$ cat config.mk
export PLATFORM = sky130hd
export DESIGN_NAME = rtc_time_counter
export DESIGN_NICKNAME = d
export VERILOG_FILES = /design/src/rtl/rtc_time_counter.sv
export SDC_FILE = /design/constraint.sdc
export NUM_CORES = 1
export LEC_CHECK = 0
export ABC_CLOCK_PERIOD_IN_PS = 2200
export CAP_MARGIN = 10
export CORE_MARGIN = 10
export CORE_UTILIZATION = 42
export CTS_BUF_LIST = sky130_fd_sc_hd__clkbuf_2 sky130_fd_sc_hd__clkbuf_4 sky130_fd_sc_hd__clkbuf_8
export CTS_CLUSTER_DIAMETER = 40
export DETAILED_ROUTE_END_ITERATION = 6
export GPL_TIMING_DRIVEN = 0
export PLACE_DENSITY = 0.87
export SYNTH_ARGS = -nofsm -noshare
export SYNTH_HDL_FRONTEND = slang
export SYNTH_SLANG_ARGS = --single-unit
export TNS_END_PERCENT = 50
$ cat constraint.sdc
create_clock -name clk -period 2.2 [get_ports clk]
set_input_delay 0.55 -clock clk [delete_from_list [all_inputs] [get_ports clk]]
set_output_delay 0.55 -clock clk [all_outputs]
set_load 0.01 [all_outputs]
$ cat src/rtl/rtc_time_counter.sv
// BCD time-of-day counter (hh:mm[:ss]) with 24h or 12h AM/PM operation,
// validated parallel load, and registered minute / day-wrap / load-error pulses.
module rtc_time_counter #(
    parameter bit SECONDS_EN = 1'b1,
    parameter bit HOUR_24    = 1'b1
) (
    input  logic       clk,
    input  logic       reset,
    input  logic       tick,
    input  logic       load_new_c,
    input  logic [3:0] new_ms_hr,
    input  logic [3:0] new_ls_hr,
    input  logic [3:0] new_ms_min,
    input  logic [3:0] new_ls_min,
    input  logic [3:0] new_ms_sec,
    input  logic [3:0] new_ls_sec,
    input  logic       new_pm,
    output logic [3:0] ms_hr,
    output logic [3:0] ls_hr,
    output logic [3:0] ms_min,
    output logic [3:0] ls_min,
    output logic [3:0] ms_sec,
    output logic [3:0] ls_sec,
    output logic       pm,
    output logic       minute_pulse,
    output logic       day_wrap,
    output logic       load_err
);

    localparam int unsigned DIG_W = 4;

    // Midnight shows as 00 in 24-hour mode and as 12 AM in 12-hour mode.
    localparam logic [DIG_W-1:0] RST_MS_HR = HOUR_24 ? DIG_W'(0) : DIG_W'(1);
    localparam logic [DIG_W-1:0] RST_LS_HR = HOUR_24 ? DIG_W'(0) : DIG_W'(2);

    logic [DIG_W-1:0] r_ms_hr, r_ls_hr, r_ms_min, r_ls_min, r_ms_sec, r_ls_sec;
    logic             r_pm, r_minute_pulse, r_day_wrap, r_load_err;

    logic [DIG_W-1:0] w_nxt_ms_hr, w_nxt_ls_hr, w_nxt_ms_min, w_nxt_ls_min;
    logic [DIG_W-1:0] w_nxt_ms_sec, w_nxt_ls_sec;
    logic             w_nxt_pm, w_nxt_minute_pulse, w_nxt_day_wrap, w_nxt_load_err;
    logic             w_min_step, w_hr_step;

    logic w_sec_ok, w_min_ok, w_hr24_ok, w_hr12_ok, w_load_ok;

    // Load digit validation; seconds digits only matter when they are kept.
    assign w_sec_ok  = !SECONDS_EN ||
                       ((new_ms_sec <= DIG_W'(5)) && (new_ls_sec <= DIG_W'(9)));
    assign w_min_ok  = (new_ms_min <= DIG_W'(5)) && (new_ls_min <= DIG_W'(9));
    assign w_hr24_ok = ((new_ms_hr <= DIG_W'(1)) && (new_ls_hr <= DIG_W'(9))) ||
                       ((new_ms_hr == DIG_W'(2)) && (new_ls_hr <= DIG_W'(3)));
    assign w_hr12_ok = ((new_ms_hr == DIG_W'(0)) && (new_ls_hr != DIG_W'(0)) &&
                        (new_ls_hr <= DIG_W'(9))) ||
                       ((new_ms_hr == DIG_W'(1)) && (new_ls_hr <= DIG_W'(2)));
    assign w_load_ok = w_sec_ok && w_min_ok && (HOUR_24 ? w_hr24_ok : w_hr12_ok);

    // Next-state: load beats tick; the whole sec->min->hour carry chain settles here.
    always_comb begin
        w_nxt_ms_hr        = r_ms_hr;
        w_nxt_ls_hr        = r_ls_hr;
        w_nxt_ms_min       = r_ms_min;
        w_nxt_ls_min       = r_ls_min;
        w_nxt_ms_sec       = r_ms_sec;
        w_nxt_ls_sec       = r_ls_sec;
        w_nxt_pm           = r_pm;
        w_nxt_minute_pulse = 1'b0;
        w_nxt_day_wrap     = 1'b0;
        w_nxt_load_err     = 1'b0;
        w_min_step         = 1'b0;
        w_hr_step          = 1'b0;

        if (load_new_c) begin
            if (w_load_ok) begin
                w_nxt_ms_hr  = new_ms_hr;
                w_nxt_ls_hr  = new_ls_hr;
                w_nxt_ms_min = new_ms_min;
                w_nxt_ls_min = new_ls_min;
                w_nxt_ms_sec = SECONDS_EN ? new_ms_sec : DIG_W'(0);
                w_nxt_ls_sec = SECONDS_EN ? new_ls_sec : DIG_W'(0);
                w_nxt_pm     = HOUR_24 ? 1'b0 : new_pm;
            end else begin
                w_nxt_load_err = 1'b1;
            end
        end else if (tick) begin
            if (SECONDS_EN) begin
                if (r_ls_sec == DIG_W'(9)) begin
                    w_nxt_ls_sec = DIG_W'(0);
                    if (r_ms_sec == DIG_W'(5)) begin
                        w_nxt_ms_sec = DIG_W'(0);
                        w_min_step   = 1'b1;
                    end else begin
                        w_nxt_ms_sec = r_ms_sec + DIG_W'(1);
                    end
                end else begin
                    w_nxt_ls_sec = r_ls_sec + DIG_W'(1);
                end
            end else begin
                w_min_step = 1'b1;
            end
        end

        if (w_min_step) begin
            w_nxt_minute_pulse = 1'b1;
            if (r_ls_min == DIG_W'(9)) begin
                w_nxt_ls_min = DIG_W'(0);
                if (r_ms_min == DIG_W'(5)) begin
                    w_nxt_ms_min = DIG_W'(0);
                    w_hr_step    = 1'b1;
                end else begin
                    w_nxt_ms_min = r_ms_min + DIG_W'(1);
                end
            end else begin
                w_nxt_ls_min = r_ls_min + DIG_W'(1);
            end
        end

        if (w_hr_step) begin
            if (HOUR_24) begin
                if ((r_ms_hr == DIG_W'(2)) && (r_ls_hr == DIG_W'(3))) begin
                    w_nxt_ms_hr    = DIG_W'(0);
                    w_nxt_ls_hr    = DIG_W'(0);
                    w_nxt_day_wrap = 1'b1;
                end else if (r_ls_hr == DIG_W'(9)) begin
                    w_nxt_ms_hr = r_ms_hr + DIG_W'(1);
                    w_nxt_ls_hr = DIG_W'(0);
                end else begin
                    w_nxt_ls_hr = r_ls_hr + DIG_W'(1);
                end
            end else begin
                // 11 -> 12 flips AM/PM; only 11 PM -> 12 AM is a new day.
                if ((r_ms_hr == DIG_W'(1)) && (r_ls_hr == DIG_W'(1))) begin
                    w_nxt_ls_hr    = DIG_W'(2);
                    w_nxt_pm       = !r_pm;
                    w_nxt_day_wrap = r_pm;
                end else if ((r_ms_hr == DIG_W'(1)) && (r_ls_hr == DIG_W'(2))) begin
                    w_nxt_ms_hr = DIG_W'(0);
                    w_nxt_ls_hr = DIG_W'(1);
                end else if (r_ls_hr == DIG_W'(9)) begin
                    w_nxt_ms_hr = DIG_W'(1);
                    w_nxt_ls_hr = DIG_W'(0);
                end else begin
                    w_nxt_ls_hr = r_ls_hr + DIG_W'(1);
                end
            end
        end
    end

    always_ff @(posedge clk) begin
        if (reset) begin
            r_ms_hr        <= RST_MS_HR;
            r_ls_hr        <= RST_LS_HR;
            r_ms_min       <= DIG_W'(0);
            r_ls_min       <= DIG_W'(0);
            r_ms_sec       <= DIG_W'(0);
            r_ls_sec       <= DIG_W'(0);
            r_pm           <= 1'b0;
            r_minute_pulse <= 1'b0;
            r_day_wrap     <= 1'b0;
            r_load_err     <= 1'b0;
        end else begin
            r_ms_hr        <= w_nxt_ms_hr;
            r_ls_hr        <= w_nxt_ls_hr;
            r_ms_min       <= w_nxt_ms_min;
            r_ls_min       <= w_nxt_ls_min;
            r_ms_sec       <= w_nxt_ms_sec;
            r_ls_sec       <= w_nxt_ls_sec;
            r_pm           <= w_nxt_pm;
            r_minute_pulse <= w_nxt_minute_pulse;
            r_day_wrap     <= w_nxt_day_wrap;
            r_load_err     <= w_nxt_load_err;
        end
    end

    assign ms_hr        = r_ms_hr;
    assign ls_hr        = r_ls_hr;
    assign ms_min       = r_ms_min;
    assign ls_min       = r_ls_min;
    assign ms_sec       = r_ms_sec;
    assign ls_sec       = r_ls_sec;
    assign pm           = r_pm;
    assign minute_pulse = r_minute_pulse;
    assign day_wrap     = r_day_wrap;
    assign load_err     = r_load_err;

endmodule

# Word level (Yosys, flattened, before mapping)
# Index checks and enable logic that the tools add are counted.
# W data, S select, Z words.
[op_classes] n_lt_le_gt_ge=7 n_div=0 n_addsub=6 n_reduce_logical=20 multipliers=0 eq_ne=9 muxes=38 bitwise_logic=2 shift=0
[op_table] op="$mux W4" count=28
[op_table] op="$add A4 B1 Y4 const B" count=6
[op_table] op="$eq A4 B2 Y1 const B" count=3
[op_table] op="$eq A4 B4 Y1 const B" count=3
[op_table] op="$le A4 B4 Y1 const B" count=3
[op_table] op="$reduce_bool A2 Y1" count=6
[op_table] op="$mux W1" count=10
[op_table] op="$eq A4 B3 Y1 const B" count=2
[op_table] op="$le A4 B3 Y1 const B" count=2
[op_table] op="$logic_and A1 B1 Y1" count=7
[op_table] op="$reduce_and A2 Y1" count=3
[op_table] op="$le A4 B1 Y1 const B" count=1
[op_table] op="$le A4 B2 Y1 const B" count=1
[op_table] op="$reduce_or A2 Y1" count=2
[op_table] op="$reduce_and A3 Y1" count=1
[op_table] op="$ne A2 B1 Y1 const B" count=1
[op_table] op="$not A1 Y1" count=2
[op_table] op="$logic_or A1 B1 Y1" count=1
[word_totals] romBits=0 mem_bits_rw=0 wordCells=91 regBits=27 output_inout_bits=28 inputBits=29 mem_count=0 latchBits=0

# Longest topological paths before layout
# Gate-level depths: netlist (run 1).
[logic_depth] ltp_word=9 depth_mapped=9 depth_no_buf=7

# Worst setup path after synthesis (run 1)
# OpenSTA, ideal clock, no wires.
[synth_timing] path_kind="input to register" from="input port new_ms_sec[2]" to="register r_ms_hr[1], in the netlist ms_hr[1]" t_arrival_ps=2137 setup_ps=128 n_path_buf=1 path_slack_ps=-64 cell_stages=7 required_time_ps=2072 cell_sequence="a222oi_1 -> nand3_1 -> or4_1 -> buf_2 -> mux2_4 -> a21oi_1 -> nor2_1"
[synth_between] elab_chain_len=9
[synth_rtl] element="start: declaration" line="15" rtl="input logic [3:0] new_ms_sec,"
[synth_rtl] element="$le A4 B3 Y1 *" line="48" rtl="((new_ms_sec <= DIG_W'(5)) && (new_ls_sec <= DIG_W'(9)));"
[synth_rtl] element="$logic_and A1 B1 Y1 *" line="48"
[synth_rtl] element="$logic_and A1 B1 Y1 * (2 in series)" line="55" rtl="assign w_load_ok = w_sec_ok && w_min_ok && (HOUR_24 ? w_hr24_ok : w_hr12_ok);"
[synth_rtl] element="$mux W4 *" line="73" rtl="if (w_load_ok) begin"
[synth_rtl] element="$mux W4 *" line="72" rtl="if (load_new_c) begin"
[synth_rtl] element="$mux W4" line="123" rtl="end else if (r_ls_hr == DIG_W'(9)) begin"
[synth_rtl] element="$mux W4" line="119" rtl="if ((r_ms_hr == DIG_W'(2)) && (r_ls_hr == DIG_W'(3))) begin"
[synth_rtl] element="$mux W4 *" line="117" rtl="if (w_hr_step) begin"
[synth_rtl] element="end signal: assignment" line="161" rtl="r_ms_hr <= w_nxt_ms_hr;"
[synth_rtl] element="end: declaration" line="36" rtl="logic [DIG_W-1:0] r_ms_hr, r_ls_hr, r_ms_min, r_ls_min, r_ms_sec, r_ls_sec;"
# Mark *: on every way between the ends. The rest lies on a longest branch, timed or not.
# A chain may end at the register's enable or synchronous reset.

# Worst setup path after layout (run 1)
[layout_timing] from="input port new_ls_hr[3]" to="register r_ms_hr[1], in the netlist ms_hr[1]"
[layout_between] elab_chain_len=9
[layout_rtl] element="start: declaration" line="12" rtl="input logic [3:0] new_ls_hr,"
[layout_rtl] element="$le A4 B4 Y1 or $le A4 B2 Y1 (tied branches)"
[layout_rtl] element="$logic_and A1 B1 Y1 (on tied branches)" line="50, 51"
[layout_rtl] element="$logic_or A1 B1 Y1 *" line="50" rtl="assign w_hr24_ok = ((new_ms_hr <= DIG_W'(1)) && (new_ls_hr <= DIG_W'(9))) ||"
[layout_rtl] element="$logic_and A1 B1 Y1 *" line="55"
[layout_rtl] element="$mux W4 *" line="73"
[layout_rtl] element="$mux W4 *" line="72"
[layout_rtl] element="$mux W4" line="123"
[layout_rtl] element="$mux W4" line="119"
[layout_rtl] element="$mux W4 *" line="117"
# Marks and branches as above.

==> results of run 1 <==
registers in the layout (all words and copies together) (netlist names):
register	count
ls_hr	4
ls_sec	4
ms_hr	4
ls_min	4
ms_min	4
load_err	1
minute_pulse	1
day_wrap	1
ms_sec	4
per-stage QoR:
step           setup slack [ns]  total power (uW)  std cells  TNS [ns]
3_3_place_gp             -0.741               666        320    -15.02
6_report                 0.0618               979        330         0
5_1_grt                 -0.0268              1020        330   -0.0389
3_5_place_dp             -0.820               668        320    -16.47
2_1_floorplan            0.0252               582        220         0
4_1_cts                -0.00282               972        331  -0.00282
synth_stat cells, types with 2 or more instances:
library cell	n	area share, %
a211oi_1	4	1.8
a21oi_1	23	6.9
a221oi_1	2	1.0
a22oi_1	3	1.3
a311oi_1	5	2.6
a31oi_1	2	0.74
buf_1	2	0.45
buf_2	4	1.2
buf_4	2	0.89
clkbuf_1	5	1.1
dfxtp_1	27	32
ha_1	2	1.5
inv_1	7	1.6
mux2i_1	2	1.2
nand2_1	31	6.9
nand2b_1	3	1.1
nand3_1	12	3.6
nor2_1	16	3.6
nor2b_1	6	2.2
nor3_1	8	2.4
nor3b_1	2	0.89
nor4_1	3	1.1
nor4_2	2	1.5
o211ai_1	2	0.89
o21a_1	2	0.89
o21ai_0	10	3.0
o31ai_1	2	0.89
or4_1	2	0.89
xnor2_1	4	2.1
final timing paths:
kind,cells after the start,end,start,slack (ns)
hold / removal,2,ms_min[3]$_SDFF_PP0_,ms_min[3]$_SDFF_PP0_,0.54
hold reg to reg,2,ms_min[3]$_SDFF_PP0_,ms_min[3]$_SDFF_PP0_,0.54
setup / recovery,6,ms_hr[1]$_SDFF_PP0_,new_ls_hr[3],0.06
setup reg to reg,7,ms_hr[1]$_SDFF_PP0_,ls_sec[0]$_SDFFE_PP0P_,0.18
critical path, cell delays in order:
cell             delay, ns
clkdlybuf4s50_1       0.46
o21a_1                0.25
or4_4                 0.54
mux2_4                0.32
a21oi_2               0.12
nor2_1                0.05
layout make-up:
type | instances | area (um2) | share of cell area, %
Buffer | 12 | 66.3 | 2.73
Clock buffer | 4 | 48.8 | 2.01
Inverter | 7 | 26.3 | 1.08
Multi-Input combinational cell | 172 | 1110 | 45.8
Sequential cell | 27 | 541 | 22.2
Tap cell | 48 | 60.1 | 2.47
Timing Repair Buffer | 60 | 577 | 23.7
power groups by stage:
stage	logic, uW	registers (uW)	clock network [uW]
finish	157	513	309
global route	170	515	335
global placement	142	523	0
floorplan	58.0	524	0
CTS	154	512	306
detailed placement	144	524	0
cell families (layout without fill, tap and decap cells):
| family | Yosys count | in the layout | synth area share, % |
|---|---|---|---|
| flops | 27 | 27 | 32.2 |
| fa+ha+maj | 2 | 2 | 1.49 |
| xor+xnor | 4 | 4 | 2.08 |
| simple gates | 96 | 96 | 30.3 |
| mux | 3 | 3 | 2.08 |
| compound gates | 66 | 66 | 25.8 |
| other cells | 1 | 1 | 0.223 |
| buf+inv | 21 | 83 | 5.88 |
layout by cell type (no fill, tap or decap), types with 4 or more instances in the layout:
master	instances
nand2_1	31
inv_1	7
a311oi_1	5
nand3_1	12
a211oi_1	4
nor3_1	8
dlymetal6s2s_1	4
nor2b_1	5
o21ai_0	7
clkbuf_1	4
a21oi_1	22
nor2_1	16
clkbuf_2	4
dfxtp_1	27
buf_4	9
xnor2_1	4
clkdlybuf4s50_1	42
repair_timing:
action | CTS | global route
gates cloned | 0 | 0
setup endpoints to repair | 24 | 22
resized for setup | 18 | 19
endpoints found under the hold margin | 0 | 0
pin swaps | 9 | 7
setup buffers | 8 | 0
metal layers:
metal	track usage, %	up-vias	part of all wire (%)
met4	4.00	0	0.88
met2	26.0	77	48
met5	0	-	0
met3	4.30	5	6.8
met1	17.7	893	44
li1	-	934	-
==> qor.txt, run 1 <==
final instance area: 2430 um2
Synthesis Warnings: 0
crit path DAT: 2.30 ns
RSZ-0062 raised after global routing: true
largest net degree at the start of global routing: 15
Mean Syn Cell Area: 7.64 um2
first-pass GRT wire length: 9.27 mm
critical path peak fanout: 4
Die Span Y: 83.3 um
Routed WL per cell: 16.6 um
Netlist cell types: 54
final WL: 5.48 mm
ANT nets after route: 0
Mapped Cells: 220
Total GRT Usage: 15.1%
sequential power share: 52.4%
Placed Area: 2270 um2
CTS root buffer: clkbuf_8
fin crit share: 97.2%
Sw Share: 25.9%
sequential fraction of the synthesis area: 32.2%
Main synth FF type: dfxtp_1
Worst IR Drop VDD: 233 uV
antenna fix cells: 0
min Tclk post-route: 2.14 ns
remaining global-route overflow: 0
fillcell total: 337
post-layout util: 64.5%
number of synthesized flops with an enable pin: 0
DP HPWL: 3.95 mm
Worst EP required: 2.36 ns
count of final max-slew check failures: 0
FFs w/ async S/R, synth: 0%
Clock Power Share: 31.6%
layout cell share with drive strength beyond 1: 13.8%
Placer Congestion: 0.860
combinational fraction of design power: 16.1%
Skew-Pair Late Insertion Delay: 0.28 ns
Layout Area Growth over Synthesis: 44.8%
antenna violations before repair: 0
Slew @ Worst Pin: 0.569 ns
Static Leak: 0.000860 uW
internal power: 725 uW
Clock Sinks: 27
drt first pass iters: 5
area of the core: 3770 um2
CP endpoint kind: flip-flop
Final Hold Vio Count: 0
Final setup viols: 0
Vias per Instance: 5.78
Die X: 83.3 um
cts hold-fix bufs: 0
total CTS buffers: 3
HP Class: flip-flop to flip-flop
number of port buffers: 52
Initial DRC Count: 190
critical path class: input port to flip-flop
startpoint types: input port
final worst hold slack: 0.536 ns
DRC: 0
deepest level of the CTS H-tree: 1
initial core utilization: 44.6%
Max Cap Viol: 0
switching power: 254 uW
DR vias: 1909
#FFs+latches synth: 27
power density cells: 403 nW/um2
vias in the first global route: 1971
Final nets: 314
status: completed
fmax: 468 MHz
clk buf depth: 2
clock skew: 0.00429 ns
FP Rows: 22
CTS tree: built
Syn Std Cell Area: 1680 um2
die area: 6930 um2
Rel. slew slack: 62.0%
IO Count: 57
clock-pin transition on the worst setup and hold timing paths: 0.10 ns
syn_nets: 251
No activity file was read; power rests on OpenSTA's default activity.
==> run 2, diff against run 1 <==
ABC_CLOCK_PERIOD_IN_PS = 2400   (was 2200)
CAP_MARGIN = 15   (was 10)
CORE_ASPECT_RATIO = 0.5   (was unset)
CORE_UTILIZATION = 47   (was 42)
PLACE_DENSITY = 0.91   (was 0.87)
clock period = 2.4 ns   (was 2.2 ns; I/O delays follow)
==> run 2 against run 1 <==
Effect of this change: worst setup slack got worse by 0.039 ns; non-clock buffer count increased by 4; core utilization is 7.5 points higher; critical endpoint unchanged; die area decreased by 6.0%; design area grew 1.6%; wire length grew 12%; sequential share of layout area shrank 0.36 points; global-route usage grew 1.2 points; combinational power about the same.
==> qor.txt, run 2 (synthesized netlist as in run 1, its figures left out) <==
fillcell total: 238 (-29%)
hold endpoint: ms_min[3]$_SDFF_PP0_
Placer Congestion: 0.930 (+8.2%)
IO Count: 57 (unchanged)
FP Rows: 15 (-32%)
Reg area: 541 um2 (unchanged)
routed length on met2: 3.10 mm (+17%)
drt first pass iters: 5 (unchanged)
remaining global-route overflow: 0 (unchanged)
Worst IR Drop VDD: 222 uV (-4.9%)
CP endpoint kind: flip-flop
largest net degree at the start of global routing: 15 (unchanged)
fmax: 421 MHz
Skew-Pair Late Insertion Delay: 0.29 ns (about the same)
first-pass GRT wire length: 9.20 mm (-0.67%)
power density cells: 367 nW/um2 (-8.9%)
Die X: 105 um (+26%)
Reg2Reg Setup Slack: 0.23 ns (+0.05 ns)
Static Leak: 0.000878 uW (+2.1%)
clock-pin transition on the worst setup and hold timing paths: 0.09 ns (about the same)
count of final max-slew check failures: 0 (unchanged)
antenna violations before repair: 0 (unchanged)
cts hold-fix bufs: 0 (unchanged)
most frequent cells in the layout: clkdlybuf4s50_1, nand2_1, dfxtp_1
Inst Count DP: 323 (+0.94%)
Largest stage delay, worst path: 0.56 ns (+0.02 ns)
area of the core: 3430 um2 (-8.9%)
WL met3: 471 um (+26%)
commonest non-fill, non-tap cell in the layout: clkdlybuf4s50_1
ANT nets after route: 0 (unchanged)
FF-to-FF End: ms_hr[1]$_SDFF_PP0_
die area: 6510 um2 (-6.0%)
clk buf depth: 2 (unchanged)
antenna fix cells: 0 (unchanged)
worst r2r src: ls_sec[0]$_SDFFE_PP0P_
Routed WL per cell: 18.2 um (+9.8%)
Slew @ Worst Pin: 0.831 ns (+0.261 ns)
Setup crit start: new_ls_sec[3]
Worst Path Buf+Inv: 2 (+1)
DP HPWL: 4.05 mm (+2.4%)
Worst EP required: 2.56 ns (+0.20 ns)
Initial DRC Count: 130 (-32%)
layout cell share with drive strength beyond 1: 14.7% (+0.86 points)
vias in the first global route: 1907 (-3.2%)
critical path peak fanout: 4 (unchanged)
crit-path leading delay family: simple AND/OR/NAND/NOR gates
DRC: 0 (unchanged)
min Tclk post-route: 2.38 ns
fin crit share: 99.1%
Top Metal Used: met4
crit path DAT: 2.54 ns (+0.24 ns)
crit-path cells: clkdlybuf4s50_1 > o21ai_2 > nand3_1 > buf_4 > or4_4 > mux2_4 > a21oi_2 > nor2_1
Vias per Instance: 6.01 (+3.9%)
R2R depth: 6 (-1)
hold path cells: 2 (unchanged)
clock skew: 0.00577 ns (+0.00149 ns)
Max Cap Viol: 0 (unchanged)
initial core utilization: 48.9% (+4.4 points)
final WL: 6.15 mm (+12%)
deepest level of the CTS H-tree: 1 (unchanged)
footprint of the multi-input gates: 1110 um2 (-0.45%)
met1 WL: 2.36 mm (-2.5%)
Worst path slowest cell: or4_4
CTS tree: built
non-filler cells, final: 337 (+2.1%)
hold_sp: ms_min[3]$_SDFF_PP0_
Total GRT Usage: 16.3% (+1.2 points)
critical path class: input port to flip-flop
startpoint types: input port
Layout Area Growth over Synthesis: 47.1%
HP Class: flip-flop to flip-flop
Rel. slew slack: 44.1% (-18 points)
Final Hold Vio Count: 0 (unchanged)
Die Span Y: 62.3 um (-25%)
Final setup viols: 0 (unchanged)
Final nets: 318 (+1.3%)
total CTS buffers: 3 (unchanged)
Clock Sinks: 27 (unchanged)
CTS root buffer: clkbuf_8
Final TNS setup: 0 ns (unchanged)
number of port buffers: 52 (unchanged)
status: completed
DR vias: 2026 (+6.1%)
-- run 2: cell types whose count changed in the layout (fill, tap and decap cells not counted), sizes merged --
cell	before	now
dlymetal6s2s	4	6
buf	16	19
dlygate4sd2	1	0
clkdlybuf4s50	42	43
clkdlybuf4s15	1	0
-- run 2: worst max-delay path by stage --
stage	to	slack (ns)	cells past startpoint
final	ms_hr[1]$_SDFF_PP0_	0.02	8
after global routing	ms_hr[1]$_SDFF_PP0_	-0.04	9
after CTS	ms_hr[1]$_SDFF_PP0_	0.001	8
after detailed placement	ms_min[2]$_SDFF_PP0_	-0.67	7
after global placement	ls_hr[1]$_SDFFE_PP0P_	-0.60	7
after floorplan	ms_hr[1]$_SDFF_PP0_	0.09	7
-- run 2: stage by stage --
step	hold slack (ns)	power, uW	instance area [um2]	utilization [%]	setup slack [ns]
2_1_floorplan	0.529	534	1680	-	0.0856
3_3_place_gp	0.504	608	2260	65.9	-0.597
3_5_place_dp	0.520	611	2260	65.9	-0.666
4_1_cts	0.531	884	2390	69.7	0.000966
5_1_grt	0.562	929	2470	72.0	-0.0407
6_report	0.530	907	2470	72.0	0.0225
-- run 2: final cells by class --
type	count	share of cell area, %
plain buffers	13	2.99
clock buffers	4	1.97
inverters	7	1.06
multi-input cells	172	44.8
flip-flops and latches	27	21.9
well taps	51	2.58
repair buffers	63	24.7
-- run 2: layer usage --
| metal | global-route usage [%] | vias up |
|---|---|---|
| met1 | 17.8 | 942 |
| li1 | - | 938 |
| met5 | 0 | - |
| met4 | 5.17 | 0 |
| met3 | 4.32 | 27 |
| met2 | 30.1 | 119 |
-- run 2: power by group --
part           switching, uW  leakage [uW]  internal [uW]  total [uW]
sequential              14.8      0.000218            456         470
combinational           71.3      0.000633           83.8         155
clock                    150     0.0000262            131         281
-- run 2: worst reg2reg max path, delay by kind of cell, from the launching register on --
| family | cells | cell delay [ns] |
|---|---|---|
| DFF | 1 | 0.50 |
| and+or+nand+nor | 4 | 1.10 |
| AOI/OAI and AO/OA | 2 | 0.45 |
-- run 2: repair_timing --
item                                    in CTS  in global routing
gates resized for setup                     11                 24
pin swaps                                    6                  9
buffers inserted                             6                  5
endpoints found under the setup margin      24                 24
